## src/rtl/fetch_sequencer.sv

```systemverilog
// -----------------------------------------------------------------------------
// fetch_sequencer
//   Instruction fetch and micro-cycle sequencer. Fetches 32-bit instructions
//   over a strobe/acknowledge bus into the instruction register, owns the
//   micro-cycle register consumed by decode, retires instructions (PC += 4)
//   and redirects to TRAP_PC when decode flags an undefined instruction.
//
// Ports
//   clk_i, reset_i   core clock; asynchronous active-high reset
//   iadr_o, istb_o   fetch address (current PC) and fetch request
//   iack_i, idat_i   bus acknowledge and instruction word (same cycle)
//   ir_o             instruction register, to decode
//   cstate_o         current micro-cycle, to decode
//   nstate_i         next micro-cycle, from decode
//   defined_i        instruction-defined flag, from decode
//   pc_o             address of the instruction held in ir_o
//   retire_o         one-cycle pulse per retired instruction
//   trap_o           one-cycle pulse per undefined-instruction trap
//   epc_o            PC of the last trapping instruction
// -----------------------------------------------------------------------------
module fetch_sequencer #(
    parameter logic [63:0] RESET_PC = 64'h0000_0000_0000_0100,
    parameter logic [63:0] TRAP_PC  = 64'h0000_0000_0000_0000
) (
    input  logic        clk_i,
    input  logic        reset_i,
    output logic [63:0] iadr_o,
    output logic        istb_o,
    input  logic        iack_i,
    input  logic [31:0] idat_i,
    output logic [31:0] ir_o,
    output logic [2:0]  cstate_o,
    input  logic [2:0]  nstate_i,
    input  logic        defined_i,
    output logic [63:0] pc_o,
    output logic        retire_o,
    output logic        trap_o,
    output logic [63:0] epc_o
);

    typedef enum logic [1:0] {
        IDLE  = 2'd0,
        FETCH = 2'd1,
        EXEC  = 2'd2
    } phase_t;

    // Micro-cycle value meaning "instruction complete / not executing".
    localparam logic [2:0] CS_DONE = 3'd3;

    phase_t      phase_q, phase_d;
    logic [63:0] pc_q, pc_d;
    logic [31:0] ir_q, ir_d;
    logic [2:0]  cstate_q, cstate_d;
    logic        istb_q, istb_d;
    logic        retire_q, retire_d;
    logic        trap_q, trap_d;
    logic [63:0] epc_q, epc_d;

    always_ff @(posedge clk_i or posedge reset_i) begin
        if (reset_i) begin
            phase_q  <= IDLE;
            pc_q     <= RESET_PC;
            ir_q     <= 32'd0;
            cstate_q <= CS_DONE;
            istb_q   <= 1'b0;
            retire_q <= 1'b0;
            trap_q   <= 1'b0;
            epc_q    <= 64'd0;
        end else begin
            phase_q  <= phase_d;
            pc_q     <= pc_d;
            ir_q     <= ir_d;
            cstate_q <= cstate_d;
            istb_q   <= istb_d;
            retire_q <= retire_d;
            trap_q   <= trap_d;
            epc_q    <= epc_d;
        end
    end

    always_comb begin
        phase_d  = phase_q;
        pc_d     = pc_q;
        ir_d     = ir_q;
        cstate_d = cstate_q;
        istb_d   = istb_q;
        epc_d    = epc_q;
        // Pulses last exactly one cycle unless re-raised below.
        retire_d = 1'b0;
        trap_d   = 1'b0;

        case (phase_q)
            IDLE: begin
                phase_d = FETCH;
                istb_d  = 1'b1;
            end
            FETCH: begin
                // Without an ack everything holds, so the strobe and
                // address stay stable across wait states.
                if (iack_i) begin
                    ir_d     = idat_i;
                    cstate_d = 3'd0;
                    istb_d   = 1'b0;
                    phase_d  = EXEC;
                end
            end
            EXEC: begin
                // Trap takes priority; it is only meaningful in the first
                // micro-cycle, where decode judges the fresh instruction.
                if (cstate_q == 3'd0 && !defined_i) begin
                    epc_d    = pc_q;
                    pc_d     = TRAP_PC;
                    trap_d   = 1'b1;
                    cstate_d = CS_DONE;
                    istb_d   = 1'b1;
                    phase_d  = FETCH;
                end else if (cstate_q == CS_DONE) begin
                    pc_d     = pc_q + 64'd4;
                    retire_d = 1'b1;
                    istb_d   = 1'b1;
                    phase_d  = FETCH;
                end else begin
                    cstate_d = nstate_i;
                end
            end
            default: begin
                phase_d = IDLE;
                istb_d  = 1'b0;
            end
        endcase
    end

    assign iadr_o   = pc_q;
    assign pc_o     = pc_q;
    assign istb_o   = istb_q;
    assign ir_o     = ir_q;
    assign cstate_o = cstate_q;
    assign retire_o = retire_q;
    assign trap_o   = trap_q;
    assign epc_o    = epc_q;

endmodule

```

## config.mk

```make
export PLATFORM = sky130hd
export DESIGN_NAME = fetch_sequencer
export DESIGN_NICKNAME = d
export VERILOG_FILES = /design/src/rtl/fetch_sequencer.sv
export SDC_FILE = /design/constraint.sdc
export NUM_CORES = 1
export LEC_CHECK = 0
export CELL_PAD_IN_SITES_DETAIL_PLACEMENT = 0
export CELL_PAD_IN_SITES_GLOBAL_PLACEMENT = 2
export CORE_UTILIZATION = 29
export CTS_BUF_LIST = sky130_fd_sc_hd__clkbuf_8
export CTS_CLUSTER_DIAMETER = 100
export DETAILED_ROUTE_END_ITERATION = 10
export GPL_TIMING_DRIVEN = 1
export PLACE_DENSITY = 0.93
export SLEW_MARGIN = 10
export SYNTH_ARGS = -nofsm -noshare
export SYNTH_HDL_FRONTEND = slang
export SYNTH_SLANG_ARGS = --single-unit
```

## constraint.sdc

```tcl
create_clock -name clk_i -period 8.25 [get_ports clk_i]
set_clock_uncertainty 0.15 [all_clocks]
set_input_delay 1.65 -clock clk_i [delete_from_list [all_inputs] [get_ports clk_i]]
set_output_delay 1.65 -clock clk_i [all_outputs]
set_load 0.05 [all_outputs]
```

### Word-level counts from Yosys, hierarchy flattened

Cells that the tools add are included.

* logic and storage cells: 45
* flip-flop bits (word level): 168
* output and inout port bits: 230
* bits of input ports: 39

* add/sub/neg operators: 1
* equal/unequal tests: 6
* mux-type cells: 19
* reduce and logical (&&, ||, !) cells: 11

Operator list (number)
* $mux W64: 2
* $add A64 B3 Y64 const B: 1
* $mux W3: 3
* $mux W1: 8
* $reduce_and A2 Y1: 4
* $mux W2: 3
* $ne A3 B3 Y1 const B: 2
* $pmux W2 S3: 1
* $pmux W3 S2: 1
* $reduce_bool A2 Y1: 2
* $eq A3 B2 Y1 const B: 1
* $logic_not A3 Y1: 1
* $pmux W1 S3: 1
* $reduce_and A3 Y1: 1
* $eq A2 B1 Y1 const B: 1
* $eq A2 B2 Y1 const B: 1
* $logic_not A2 Y1: 1
* $ne A2 B2 Y1 const B: 1
* $logic_and A1 B1 Y1: 1
* $logic_not A1 Y1: 1

### Depth between registers and ports, before layout

* word-level depth: 4
* gate-level depth with buffers: 7
* gate-level depth less buffers: 6

### Worst setup path before layout

OpenSTA, ideal clock, no wires.

* path type: input to register
* from: input port defined_i
* to: register pc_q[52], in the netlist iadr_o[52]
* setup slack: 4.543 ns
* path buffers: 1
* stages on the path: 6
* required time: 8.022 ns
* arrival: 3.479 ns
* path through: or3_1 -> a2111o_1 -> or4_1 -> buf_2 -> or4_1 -> a21oi_1

* cells in the longest elaborated chain, start to end: 4
* elaborated cells between the ends (all ways): 5
* classes of those cells: mux (1); reduce/logical (4)

Ends and longest elaborated chain
* start, declared: line 34 `input logic defined_i,`
* $logic_not A1 Y1 (*): line 110 `if (cstate_q == 3'd0 && !defined_i) begin`
* $logic_and A1 B1 Y1 (*): line 110
* $reduce_bool A2 Y1 (no source line)
* $reduce_and A2 Y1 (no source line)
* end signal, assigned: line 71 `pc_q <= pc_d;`
* end, declared: line 51 `logic [63:0] pc_q, pc_d;`

Every way passes the cells marked *; elsewhere a longest branch is shown, timed or not.
A chain may end at the register's enable or synchronous reset.

### Worst setup path in the final report

* from: input port defined_i
* to: register pc_q[32], in the netlist iadr_o[32]

The elaborated chain is that of the path after synthesis.

==> qor.yml <==
floorplanning:
  rows: 58
  dieArea_sq_um: 26740
  die_h_microns: 163.5
  io-pin-count: 269
  core_area_sq_um: 25400
  start_util_pct: 29.79
  fp.dieW_microns: 163.5
worst_setup_path:
  path_cells: "clkdlybuf4s50_1, nor3_1, o2111ai_1, or4_1, or4_1, a21oi_1"
  rrSetupSlack_ns: 4.92
  endpoint: "iadr_o[32]"
  crit_arrival_ns: 4.71
  crit_start: "defined_i"
  critPathMaxStageDelay_ns: 0.79
  reg2reg_depth: 5
  critPathBufInv: 1
  cp.depth: 6
  worst_path_most_repeated_cell: "or4_1"
  worstSetupStartpointType: "primary input"
  crit_path_max_fanout: 14
  critPathCaptureType: "flop"
  cp_data_required_time_ns: 8.49
  reg2reg_to: "iadr_o[32]"
  r2r_start: "cstate_o[0]"
  slowest_stage: "or4_1"
  crit_family: "simple AND/OR/NAND/NOR gates"
  worstSetupPathType: "in -> reg"
power_and_ir_drop:
  p_int_uw: 1677
  p_total_uw: 3120
  leakage_uw: 0.004402
  p_sw_share_pct: 46.24
  switching_power_uw: 1443
  pwr-share-clk_pct: 19.9
  p_seq_share_pct: 35.5
  peakVddDrop_mv: 0.2840
  power_density_nw_per_um2: 299.0
  combPwrFrac_pct: 44.6
grt:
  grt_pass1_vias: 6212
  antenna_found_initial: 0
  overflow: 0
  grt_max_degree: 100
  grt_pass1_wl_microns: 34140
  grt_usage_pct: 16.46
timing:
  slew_headroom_pct: 36.58
  post-route-period-util_pct: 54.22
  tightestPinTransition_ns: 0.9512
  fmax_ghz: 0.2235
  fin_setup_tns_ns: 0
  hold_violations: 0
  setup_viol: 0
  grt_setup_unrepaired: "false"
  holdWs_ns: 0.3300
  period_needed_ns: 4.473
  slew_violations: 0
logic_synthesis:
  ys_ff_latch: 163
  synth-seq-area-share_pct: 53.95
  async_flop_share_pct: 100.0
  synth_cell_types: 44
  syn_avg_cell_area_sq_um: 9.640
  synth-main-ff-cell: "dfrtp_1"
  yosysWarnings: 0
  synth-edff-count: 0
  syn_inst: 785
  syn_area_sq_um: 7567
detailed_routing:
  wl_per_cell_microns: 16.31
  drc: 0
  totalWireLength_microns: 21450
  initialDrtViolationCount: 304
  routed_via_density: 4.757
  first_pass_iters: 4
  antenna_left: 0
  vias: 6255
final_layout:
  final_cell_mix: "clkdlybuf4s50_1, nand2_1, dfrtp_1, a21oi_1, o21ai_0"
  fin_cells: 1315
  nets: 1012
  layout-drive-gt1-share_pct: 8.325
  syn_to_final_growth_pct: 37.93
  layout_commonest_cell: "clkdlybuf4s50_1"
  nFillCells: 2544
  diodes: 0
cts:
  cts_tree: "yes"
  cts_setup_buffers: 0
  clkTransAtPathRegs_ns: 0.09
  clk-insertion-delay-late_ns: 0.48
  cts_root_buffer: "clkbuf_8"
  clock-sinks: 163
  cts_resized: 0
  cts_buffer_depth: 2
  ctsHoldBuffers: 0
  cts-buffers-inserted: 17
  cts_max_level: 4
status:
  status: "complete, no violations"
placed_design:
  dp_hpwl_microns: 14320
  gp_congestion: 0.7388
  port-buffer-count: 262
  place_inst: 1283
min_path:
  holdCritPathClass: "reg -> reg"
flow_run:
  cap_violations: 0
metal layers:
metal  global-route usage [%]  vias to the layer above  part of all wire, %
li1                         -                     2969                    -
met4                    3.788                        0                 0.76
met3                    5.460                       10                  8.2
met5                        0                        -                    0
met1                    21.10                     3035                   45
met2                    26.71                      241                   46
cells by family (layout without fill, tap and decap cells):
kind of cell | after synthesis | count (layout) | share of synthesized area [%]
other cells | 1 | 6 | 0.04956
buf+inv | 117 | 312 | 9.210
simple gates | 350 | 350 | 21.96
compound gates | 99 | 99 | 7.358
mux | 32 | 32 | 4.762
fa+ha+maj | 1 | 1 | 0.1653
flops | 163 | 163 | 53.95
xor+xnor | 22 | 22 | 2.546
final cells by class:
class	instances	area [sq um]	area share [%]
Clock buffer	17	234.0	2.242
Clock inverter	15	177.7	1.702
Inverter	13	56.30	0.5394
Multi-Input combinational cell	510	2814	26.96
Sequential cell	163	4083	39.12
Tap cell	330	412.9	3.956
Timing Repair Buffer	267	2660	25.49
Yosys cell counts, types with 2 or more instances:
master,n,area [sq um]
buf_1,4,15.01
dfstp_2,3,78.83
or2_2,3,18.77
buf_2,2,10.01
o2111ai_1,2,17.52
mux2_2,32,360.4
buf_4,68,510.5
and3_1,8,50.05
xor2_1,4,35.03
dfrtp_1,160,4004
nand4b_1,2,17.52
or3_1,32,200.2
xnor2_1,18,157.7
nor4_1,5,31.28
nand2b_1,3,18.77
and2_1,4,25.02
nand4_1,13,81.33
nand2_1,195,732.0
o21ai_0,38,190.2
a21oi_1,41,205.2
nand3_1,19,95.09
or4_1,14,105.1
clkbuf_1,30,112.6
and4_1,5,43.79
o211ai_1,2,15.01
o31ai_1,9,67.56
nor2_1,23,86.33
inv_1,12,45.04
o21a_1,2,15.01
nor3_1,18,90.09
worst reg2reg max path, delay by kind of cell, from the launching register on:
kind,cells,cell delay (ns)
AOI/OAI and AO/OA,2,0.73
DFF,1,0.41
and+or+nand+nor,3,1.97
how the worst min path moves through the flow:
stage                    start    endpoint  slack (ns)  depth (start not counted)
CTS                  epc_o[34]   epc_o[34]        0.34                          2
global route         epc_o[55]   epc_o[55]        0.35                          2
finish               epc_o[40]   epc_o[40]        0.33                          2
global placement     epc_o[46]   epc_o[46]        0.31                          2
detailed placement   epc_o[34]   epc_o[34]        0.31                          2
floorplan           phase_q[1]  phase_q[0]        0.32                          1
stage by stage:
stage	cell area, sq um	utilization (%)	setup WS (ns)
detailed placement	10030	39.47	3.297
CTS	10440	41.09	3.802
finish	10440	41.09	3.777
global placement	10030	39.47	3.377
floorplan	7586	-	2.050
global route	10440	41.09	3.486
sequential cells by signal, summed over array words and instances (netlist names):
| signal | cells |
|---|---|
| phase_q | 2 |
| iadr_o | 62 |
| cstate_o | 3 |
| epc_o | 62 |
| trap_o | 1 |
| ir_o | 32 |
| retire_o | 1 |
power by group through the flow:
stage	Sequential (uW)	Combinational (uW)	Clock (uW)
after global placement	1120	1390	0
final	1110	1390	620
after floorplan	1640	431	0
after global routing	1140	1460	673
after CTS	1110	1400	645
after detailed placement	1120	1400	0
Note: power is estimated with default switching activity, not from simulation.
